<file path="config.mk">
export PLATFORM = sky130hd
export DESIGN_NAME = sensor_hub_dispatcher
export DESIGN_NICKNAME = d
export VERILOG_FILES = /design/src/rtl/sensor_hub_dispatcher.sv
export SDC_FILE = /design/constraint.sdc
export NUM_CORES = 1
export LEC_CHECK = 0
export BUFFER_PORTS_ARGS = -buffer_cell sky130_fd_sc_hd__buf_4
export CAP_MARGIN = 30
export CORE_UTILIZATION = 46
export DETAILED_ROUTE_END_ITERATION = 12
export PLACE_DENSITY = 0.84
export RECOVER_POWER = 25
export SLEW_MARGIN = 20
export SYNTH_ARGS = -nofsm -noshare
export SYNTH_HDL_FRONTEND = slang
export SYNTH_SLANG_ARGS = --single-unit
export TNS_END_PERCENT = 1
</file>
<file path="constraint.sdc">
create_clock -name clock -period 3.65 [get_ports clock]
set_input_delay 0.5475 -clock clock [delete_from_list [all_inputs] [get_ports clock]]
set_output_delay 0.5475 -clock clock [all_outputs]
set_load 0.01 [all_outputs]
</file>
<file path="src/rtl/sensor_hub_dispatcher.sv">
// Multi-channel sensor hub: decodes host requests, runs 40-bit front-ends, validates frames and
// schedules continuous reads. Fractional commands 07/08 are built in when SENSOR_FRAC_EN is defined.
module sensor_hub_dispatcher #(
  parameter int         NUM_SENSORS    = 8,
  parameter logic [7:0] ADDR_BASE      = 8'h01,
  parameter int         LOOP_PERIOD    = 100000000,
  parameter int         TIMEOUT_CYCLES = 50000000,
  parameter int         CNT_W          = 27
) (
  input  logic                      clock,
  input  logic                      reset_n,
  input  logic                      enable,
  input  logic [7:0]                request_command,
  input  logic [7:0]                request_address,
  output logic [NUM_SENSORS-1:0]    sensor_enable,
  input  logic [40*NUM_SENSORS-1:0] sensor_data,
  input  logic [NUM_SENSORS-1:0]    sensor_error,
  input  logic [NUM_SENSORS-1:0]    sensor_done,
  output logic                      busy,
  output logic                      response_valid,
  output logic [7:0]                response_command,
  output logic [7:0]                response_value,
  output logic [7:0]                response_address,
  output logic [2:0]                dbg_state
);
  localparam int CH_W = (NUM_SENSORS > 1) ? $clog2(NUM_SENSORS) : 1;
  localparam logic [CNT_W-1:0] LOOP_LAST = CNT_W'(LOOP_PERIOD - 1);
  localparam logic [CNT_W-1:0] TO_LAST   = CNT_W'(TIMEOUT_CYCLES - 1);

  typedef enum logic [2:0] {S_IDLE, S_DECODE, S_START, S_WAIT, S_CHECK, S_RESP} state_t;
  state_t state_q, state_d;

  logic [7:0]             cmd_q, cmd_d, addr_q, addr_d;
  logic [CH_W-1:0]        chan_q, chan_d;
  logic [NUM_SENSORS-1:0] loop_on_q, loop_on_d, loop_hum_q, loop_hum_d, pending_q, pending_d;
  logic [CNT_W-1:0]       period_q, period_d, timeout_q, timeout_d;
  logic [39:0]            frame_q, frame_d;
  logic                   fault_q, fault_d, busy_q, busy_d, resp_valid_q, resp_valid_d;
  logic [7:0]             stage_cmd_q, stage_cmd_d, stage_val_q, stage_val_d;
  logic [7:0]             resp_cmd_q, resp_cmd_d, resp_val_q, resp_val_d, resp_addr_q, resp_addr_d;

  logic            host_go, loop_go, in_range, loop_blocked, is_stop, is_read;
  logic            wait_exit, frame_ok, tick;
  logic [CH_W-1:0] pend_sel;
  logic [7:0]      byte_sum;

  // Host handshake: a request is taken only when enable=1 in IDLE with busy=0; anything else is
  // dropped. busy stays high through the response_valid cycle, so the host waits for busy=0.
  always_comb begin : classify
    host_go  = (state_q == S_IDLE) && !busy_q && enable;
    loop_go  = (state_q == S_IDLE) && !busy_q && !enable && (|pending_q);
    pend_sel = '0;
    for (int i = NUM_SENSORS - 1; i >= 0; i--)
      if (pending_q[i]) pend_sel = CH_W'(i);
    in_range = (addr_q >= ADDR_BASE) &&
               ({1'b0, addr_q} < ({1'b0, ADDR_BASE} + 9'(NUM_SENSORS)));
    loop_blocked = loop_on_q[chan_q] && !(cmd_q >= 8'h03 && cmd_q <= 8'h06);
    is_stop = (cmd_q == 8'h05) || (cmd_q == 8'h06);
    case (cmd_q)
      8'hAC, 8'h01, 8'h02, 8'h03, 8'h04: is_read = 1'b1;
`ifdef SENSOR_FRAC_EN
      8'h07, 8'h08:                      is_read = 1'b1;
`endif
      default:                           is_read = 1'b0;
    endcase
    wait_exit = sensor_done[chan_q] || sensor_error[chan_q] || (timeout_q == TO_LAST);
    byte_sum  = frame_q[39:32] + frame_q[31:24] + frame_q[23:16] + frame_q[15:8];
    frame_ok  = !fault_q && (byte_sum == frame_q[7:0]);
    tick      = (|loop_on_q) && (period_q == LOOP_LAST);
  end

  always_comb begin : next_state
    state_d = state_q;
    case (state_q)
      S_IDLE:   if (host_go || loop_go) state_d = S_DECODE;
      S_DECODE: state_d = (in_range && !loop_blocked && !is_stop && is_read) ? S_START : S_RESP;
      S_START:  state_d = S_WAIT;
      S_WAIT:   if (wait_exit) state_d = S_CHECK;
      S_CHECK:  state_d = S_RESP;
      S_RESP:   state_d = S_IDLE;
      default:  state_d = S_IDLE;
    endcase
  end

  always_comb begin : datapath
    cmd_d        = cmd_q;
    addr_d       = addr_q;
    chan_d       = chan_q;
    loop_on_d    = loop_on_q;
    loop_hum_d   = loop_hum_q;
    pending_d    = pending_q;
    timeout_d    = timeout_q;
    frame_d      = frame_q;
    fault_d      = fault_q;
    busy_d       = busy_q;
    stage_cmd_d  = stage_cmd_q;
    stage_val_d  = stage_val_q;
    resp_valid_d = 1'b0;
    resp_cmd_d   = resp_cmd_q;
    resp_val_d   = resp_val_q;
    resp_addr_d  = resp_addr_q;
    period_d     = (!(|loop_on_q) || tick) ? '0 : period_q + CNT_W'(1);
    if (tick) pending_d = pending_q | loop_on_q;
    if (host_go) begin
      cmd_d  = request_command;
      addr_d = request_address;
      chan_d = CH_W'(request_address - ADDR_BASE);
      busy_d = 1'b1;
    end else if (loop_go) begin
      cmd_d  = loop_hum_q[pend_sel] ? 8'h04 : 8'h03;
      addr_d = ADDR_BASE + 8'(pend_sel);
      chan_d = pend_sel;
      pending_d[pend_sel] = 1'b0;
      busy_d = 1'b1;
    end
    if (resp_valid_q) busy_d = 1'b0;
    case (state_q)
      S_DECODE: begin
        if (!in_range) begin
          stage_cmd_d = 8'hEE; stage_val_d = 8'hEE;
        end else if (loop_blocked) begin
          stage_cmd_d = 8'hFF; stage_val_d = 8'hFF;
        end else if (is_stop) begin
          loop_on_d[chan_q] = 1'b0;
          stage_cmd_d = (cmd_q == 8'h05) ? 8'h0A : 8'h0B;
          stage_val_d = stage_cmd_d;
        end else if (!is_read) begin
          stage_cmd_d = 8'h45; stage_val_d = 8'h45;
        end
      end
      S_START: timeout_d = '0;
      S_WAIT: begin
        if (wait_exit) begin
          frame_d = sensor_data[40*chan_q +: 40];
          // Done wins over a same-cycle timeout; an error flag always marks the frame bad.
          fault_d = sensor_error[chan_q] || !sensor_done[chan_q];
        end else begin
          timeout_d = timeout_q + CNT_W'(1);
        end
      end
      S_CHECK: begin
        stage_cmd_d = 8'h1F; stage_val_d = 8'h1F;
        if (frame_ok) begin
          case (cmd_q)
            8'hAC: begin stage_cmd_d = 8'h07; stage_val_d = 8'h07; end
            8'h01: begin stage_cmd_d = 8'h09; stage_val_d = frame_q[23:16]; end
            8'h02: begin stage_cmd_d = 8'h08; stage_val_d = frame_q[39:32]; end
            8'h03: begin
              stage_cmd_d = 8'h0D; stage_val_d = frame_q[23:16];
              loop_on_d[chan_q] = 1'b1; loop_hum_d[chan_q] = 1'b0;
            end
            8'h04: begin
              stage_cmd_d = 8'h0E; stage_val_d = frame_q[39:32];
              loop_on_d[chan_q] = 1'b1; loop_hum_d[chan_q] = 1'b1;
            end
            8'h07:   begin stage_cmd_d = 8'h19; stage_val_d = frame_q[15:8]; end
            8'h08:   begin stage_cmd_d = 8'h18; stage_val_d = frame_q[31:24]; end
            default: ;
          endcase
        end
      end
      S_RESP: begin
        resp_valid_d = 1'b1;
        resp_cmd_d   = stage_cmd_q;
        resp_val_d   = stage_val_q;
        resp_addr_d  = addr_q;
      end
      default: ;
    endcase
    pending_d = pending_d & loop_on_d;
  end

  always_ff @(posedge clock) begin : state_reg
    if (!reset_n) state_q <= S_IDLE;
    else          state_q <= state_d;
  end

  always_ff @(posedge clock) begin : data_reg
    if (!reset_n) begin
      cmd_q <= '0; addr_q <= '0; chan_q <= '0;
      loop_on_q <= '0; loop_hum_q <= '0; pending_q <= '0;
      period_q <= '0; timeout_q <= '0; frame_q <= '0; fault_q <= 1'b0;
      busy_q <= 1'b0; resp_valid_q <= 1'b0;
      stage_cmd_q <= '0; stage_val_q <= '0;
      resp_cmd_q <= '0; resp_val_q <= '0; resp_addr_q <= '0;
    end else begin
      cmd_q <= cmd_d; addr_q <= addr_d; chan_q <= chan_d;
      loop_on_q <= loop_on_d; loop_hum_q <= loop_hum_d; pending_q <= pending_d;
      period_q <= period_d; timeout_q <= timeout_d; frame_q <= frame_d; fault_q <= fault_d;
      busy_q <= busy_d; resp_valid_q <= resp_valid_d;
      stage_cmd_q <= stage_cmd_d; stage_val_q <= stage_val_d;
      resp_cmd_q <= resp_cmd_d; resp_val_q <= resp_val_d; resp_addr_q <= resp_addr_d;
    end
  end

  always_comb begin : outputs
    sensor_enable = '0;
    if (state_q == S_START || state_q == S_WAIT) sensor_enable[chan_q] = 1'b1;
    busy             = busy_q;
    response_valid   = resp_valid_q;
    response_command = resp_cmd_q;
    response_value   = resp_val_q;
    response_address = resp_addr_q;
    dbg_state        = state_q;
  end
endmodule

</file>
## Word-level counts from Yosys, hierarchy flattened

Cells that the tools add are included.

| word-level totals | value |
|---|---|
| register bits after elaboration | 183 |
| input port bits | 355 |
| output and inout bits | 37 |
| word-level logic and storage cells | 172 |

| operators by class | value |
|---|---|
| add/sub/neg operators | 7 |
| multipliers | 1 |
| order comparisons | 8 |
| equality and inequality tests | 21 |
| shift-type cells | 1 |
| multiplexer cells | 59 |
| bitwise logic cells | 10 |
| reduce and logical (&&, ||, !) cells | 47 |

Operator list:

| operator | count |
|---|---|
| indexed part select 320 x 10 -> 40 bit | 1 |
| 2-to-1 mux 8 bit | 18 |
| one-hot mux 8 bit (2 select lines) | 4 |
| adder 27 x 1 -> 27 bit, second input constant | 2 |
| one-hot mux 27 bit (2 select lines) | 1 |
| 2-to-1 mux 3 bit | 14 |
| one-hot mux 8 bit (5 select lines) | 1 |
| one-hot mux 5 bit (7 select lines) | 1 |
| bitwise AND 8 bit | 4 |
| == test 8 x 3 -> 1 bit, second input constant | 4 |
| == test 27 x 26 -> 1 bit, second input constant | 1 |
| == test 27 bit, second input constant | 1 |
| 2-to-1 mux 27 bit | 1 |
| adder 8 bit | 3 |
| bitwise OR 8 bit | 3 |
| == test 8 x 2 -> 1 bit, second input constant | 2 |
| inverter 8 bit | 2 |
| OR reduction 8 bit | 2 |
| one-hot mux 3 bit (5 select lines) | 1 |
| logical AND 1 bit | 14 |
| binary-select mux 1 bit (select 3 bit) | 4 |
| 2-to-1 mux 1 bit | 11 |
| OR reduction 2 bit | 5 |
| == test 8 x 1 -> 1 bit, second input constant | 1 |
| 28 further kinds | 53 |

## Depth between registers and ports, before layout

| logic depth | value |
|---|---|
| depth after elaboration | 17 |
| depth in mapped cells | 14 |
| depth with buffers taken out | 13 |

## Least setup slack after synthesis

No wires, ideal clock.

| timing path | value |
|---|---|
| kind | reg2reg |
| from | register frame_q[9] |
| to | register stage_val_q[3] |
| setup time | 126 ps |
| arrival | 3,788 ps |
| data required time | 3,524 ps |
| path slack | -264 ps |
| stages on the path, launching flop included | 15 |
| buffers on the path | 1 |
| period minus slack after synthesis | 3,914 ps |
| cells stage by stage | dfxtp_1 -> fa_1 -> inv_1 -> fa_1 -> inv_1 -> ha_1 -> fa_1 -> xor2_1 -> or4_1 -> a211oi_2 -> o211ai_2 -> nand2b_1 -> buf_2 -> a2111oi_0 -> o2bb2ai_1 |

| on the way | value |
|---|---|
| word-level cells in the longest chain between the ends | 5 |

Ends and longest elaborated chain:

| item | RTL line | source |
|---|---|---|
| start: declaration | 37 | `logic [39:0] frame_q, frame_d;` |
| start signal: assignment | 189 | `period_q <= period_d; timeout_q <= timeout_d; frame_q <= frame_d; fault_q <= fault_d;` |
| adder 8 bit | 67 | `byte_sum = frame_q[39:32] + frame_q[31:24] + frame_q[23:16] + frame_q[15:8];` |
| == test 8 bit | 68 | `frame_ok = !fault_q && (byte_sum == frame_q[7:0]);` |
| logical AND 1 bit | 68 |  |
| 2-to-1 mux 8 bit | 143 | `if (frame_ok) begin` |
| one-hot mux 8 bit (2 select lines) | 117 | `case (state_q)` |
| end signal: assignment | 191 | `stage_cmd_q <= stage_cmd_d; stage_val_q <= stage_val_d;` |
| end: declaration | 39 | `logic [7:0] stage_cmd_q, stage_cmd_d, stage_val_q, stage_val_d;` |

No other way between the ends.
A chain may end at the register's enable or synchronous reset.

==> run_results.csv <==
group,metric,value,unit
detailed_routing,first_pass_iters,6,
global_routing,use_met2,0.629,
worst_setup_path,worst-path-max-fanout,5,
worst_setup_path,path_buf_inv,4,
detailed_routing,drt_iter0_drc,1557,
logic_synthesis,syn_inst,1350,
pwr,p_per_area,464,mW/mm^2
global_routing,overflow,0,
logic_synthesis,synth_area_leaders,"dfxtp_1 (32%), nor2_1 (6.1%), a21oi_1 (5.2%)",
logic_synthesis,synth_most_common_cell,"nor2_1",
flow_run,maxCapViolCount,0,
global_routing,grt_max_degree,58,
sta,final_max_slew_viol_count,0,
final_layout,nNetsFinal,2102,
detailed_routing,wl_per_cell,24.8,um
sta,rsz0062_at_grt,"yes",
logic_synthesis,synth_top_cell_area_share,0.322,
pwr,p_leak,6.03,nW
clock_tree,cts_root_buffer,"clkbuf_16",
clock_tree,hold_buffers,0,
floorplan,die_w,158,um
global_routing,use_met3,0.144,
status,outcome,"complete, but fails checks",
worst_setup_path,start_kind,"flop",
worst_setup_path,cp.arrival,4160,ps
detailed_routing,routed_wl,51200,um
floorplan,io_pins,392,
worst_hold_path,holdPathStages,3,
worst_setup_path,cp_common_cell,"fa_1",
worst_setup_path,path_cells,"fa_1, inv_1, fa_1, inv_2, ha_4, fa_1, xor2_1, or4_4, a211oi_4, o211ai_4, nor4b_4, buf_4, buf_6, a21bo_2, a21oi_2",
logic_synthesis,synth-seq-cells,181,
global_routing,grt_pass1_vias,12200,
clock_tree,clk-insertion-delay-late,440,ps
placed_design,gp_congestion,0.978,
worst_setup_path,critPathCaptureType,"flop",
worst_setup_path,max_stage_delay,520,ps
clock_tree,tritoncts,"built",
floorplan,die_h,158,um
sta,fin_crit_sh,1.06,
placed_design,place_inst,2018,
sta,slew_headroom,0.346,
global_routing,busiest_layer,"met2",
logic_synthesis,synth_edf_count,0,
final_layout,drive_above_1_share,0.330,
status,violations,"setup timing",
logic_synthesis,synthTopCellsByCount,"nor2_1 (184), dfxtp_1 (181), nand2_1 (128)",
clock_tree,clk_path_buf_depth,2,
floorplan,rows,56,
floorplan,coreArea,0.0238,mm^2
pwr,finalPower,7.12,mW
worst_hold_path,hold_path_class,"in -> reg",
detailed_routing,detail-route-antenna-nets,0,
sta,final.min_clock_period,3860,ps
clock_tree,cts_buffers,17,
final_layout,area.growth.synth_to_final,36.5,%
worst_setup_path,slowest_stage,"fa_1",
logic_synthesis,ys_seq_area_frac,0.322,
global_routing,use_met1,0.519,
sta,setup_viol,35,
detailed_routing,viasPerCell,6.20,
final_layout,instances_no_fill,2067,
global_routing,grt_usage,0.409,
logic_synthesis,synth_largest_area_cell,"dfxtp_1",
global_routing,grt_pass1_wl,74400,um
logic_synthesis,syn_area,0.0112,mm^2
sta,worstMarginPinSlew,978,ps
sta,fin_skew,10.1,ps
logic_synthesis,synthFlopType,"dfxtp_1",
worst_setup_path,crit_cells,15,
detailed_routing,route.detailed.drc,0,
detailed_routing,num_vias,12800,
global_routing,antenna_found_initial,16,
sta,finalHoldViolCount,0,
logic_synthesis,synth_nets,1730,
floorplan,die_area,0.0251,mm^2
logic_synthesis,ys_async_sr_fraction,0,
clock_tree,clock_sinks,181,
clock_tree,htreeDepth,4,
pwr,ir_drop,0.291,mV
sta,layout_setup_ws,-212,ps
logic_synthesis,postSynthAreaPerCell,8.33,um^2
clock_tree,path_clk_slew,70,ps
worst_setup_path,required,3950,ps
placed_design,port_buffers,391,
logic_synthesis,ys_types,82,
floorplan,initial_core_util,0.474,
sta,max_freq,0.259,GHz
worst_setup_path,r2r_cells,15,
logic_synthesis,yosysWarnings,0,
worst_setup_path,cp_top_family,"adder cells",
placed_design,dpl.hpwl,40700,um
worst_setup_path,worstSetupPathType,"reg -> reg",
timing repair:
action | CTS | global route
cloned | 1 | 0
pin swaps | 26 | 9
gates resized for setup | 19 | 24
endpoints found under the setup margin | 37 | 37
setup buffers | 1 | 1
hold endpoints to repair | 0 | 0
layout make-up:
| type | count | area (um^2) |
|---|---|---|
| Clock inverter | 14 | 155 |
| Tap cell | 319 | 399 |
| Sequential cell | 181 | 3640 |
| Fill cell | 2058 | 8400 |
| Timing Repair Buffer | 452 | 3300 |
| Inverter | 26 | 97.6 |
| Antenna cell | 13 | 32.5 |
| Multi-Input combinational cell | 1044 | 7300 |
| Clock buffer | 18 | 429 |
tightest hold or removal path: stages:
cell,delay (ps)
buf_4,80
a22oi_1,50
nor2_1,80
final timing paths:
check	slack [ps]	from	end
min reg2reg	440	response_valid$_SDFF_PN0_	busy$_SDFFE_PP0P_
max	-210	frame_q[9]$_SDFFE_PN0P_	flop
max reg2reg	-210	frame_q[9]$_SDFFE_PN0P_	flop
min	350	request_address[6]	addr_q[6]$_SDFFE_PN0P_
cell usage in the layout, fill, tap and decap left out, types with 5 or more instances in the layout:
cell and instances:
a31oi_1 11, nand2_1 124, a22o_1 8, fa_1 14
mux2_2 37, a311oi_1 10, a21oi_2 14, nor2_1 184
a21o_1 5, o221ai_1 6, and2_1 7, clkbuf_1 30
buf_4 419, mux4_2 22, dfxtp_1 177, a21oi_1 104
a22oi_1 29, clkbuf_16 17, inv_8 6, xnor2_1 25
and3_1 14, nor3_1 25, mux2i_1 26, ha_1 10
nor4_1 8, o21ai_0 33, nor2b_1 16, a221oi_1 58
nand3_1 42, nand2b_1 10, nand4_1 18, or3_1 11
inv_1 23, diode_2 13, a211oi_1 30, nand3_2 5
a211o_1 7, xor2_1 35
per-layer routing:
metal  wire [um]  vias to the layer above
met4        2160                        8
met3        6720                      131
li1            -                     5762
met5          41                        -
met2       22600                      868
met1       19800                     6051
sequential cells by signal (all words and copies together) (netlist names), 3 cells and up, named ones only:
register          flops
chan_q                3
response_command      7
addr_q                8
stage_cmd_q           7
response_address      8
stage_val_q           8
cmd_q                 8
pending_q             8
loop_on_q             8
response_value        8
timeout_q            27
frame_q              40
dbg_state             3
period_q             27
cell families (layout without fill, tap and decap cells):
family / Yosys count / count (layout) / share of synthesized area
DFF: 181 / 181 / 0.322
xor gates and xnor gates: 62 / 62 / 0.0507
adders and majority gates: 25 / 25 / 0.0371
and+or+nand+nor: 496 / 496 / 0.204
other: 0 / 13 / 0
muxes: 86 / 86 / 0.106
AOI/OAI and AO/OA: 375 / 375 / 0.234
buffers and inverters: 125 / 510 / 0.0455
power breakdown:
| part | leakage, nW | switching (mW) | internal [mW] | total (mW) |
|---|---|---|---|---|
| Clock | 0.288 | 0.901 | 0.979 | 1.88 |
| Combinational | 4.28 | 1.71 | 1.19 | 2.89 |
| Sequential | 1.47 | 0.230 | 2.12 | 2.35 |
| Total | 6.03 | 2.84 | 4.28 | 7.12 |
stage by stage:
stage / util / cell area, um^2 / hold WS, ps / TNS (ps) / setup slack [ps]
finish: 0.646 / 15400 / 350 / -5260 / -212
global route: 0.645 / 15300 / 356 / -10140 / -342
CTS: 0.644 / 15300 / 342 / -7910 / -288
detailed placement: 0.616 / 14600 / 433 / -9380 / -355
global placement: 0.616 / 14600 / 429 / -9660 / -362
floorplan: - / 11300 / 427 / -4560 / -170
Power figures use the tool's default switching activity.
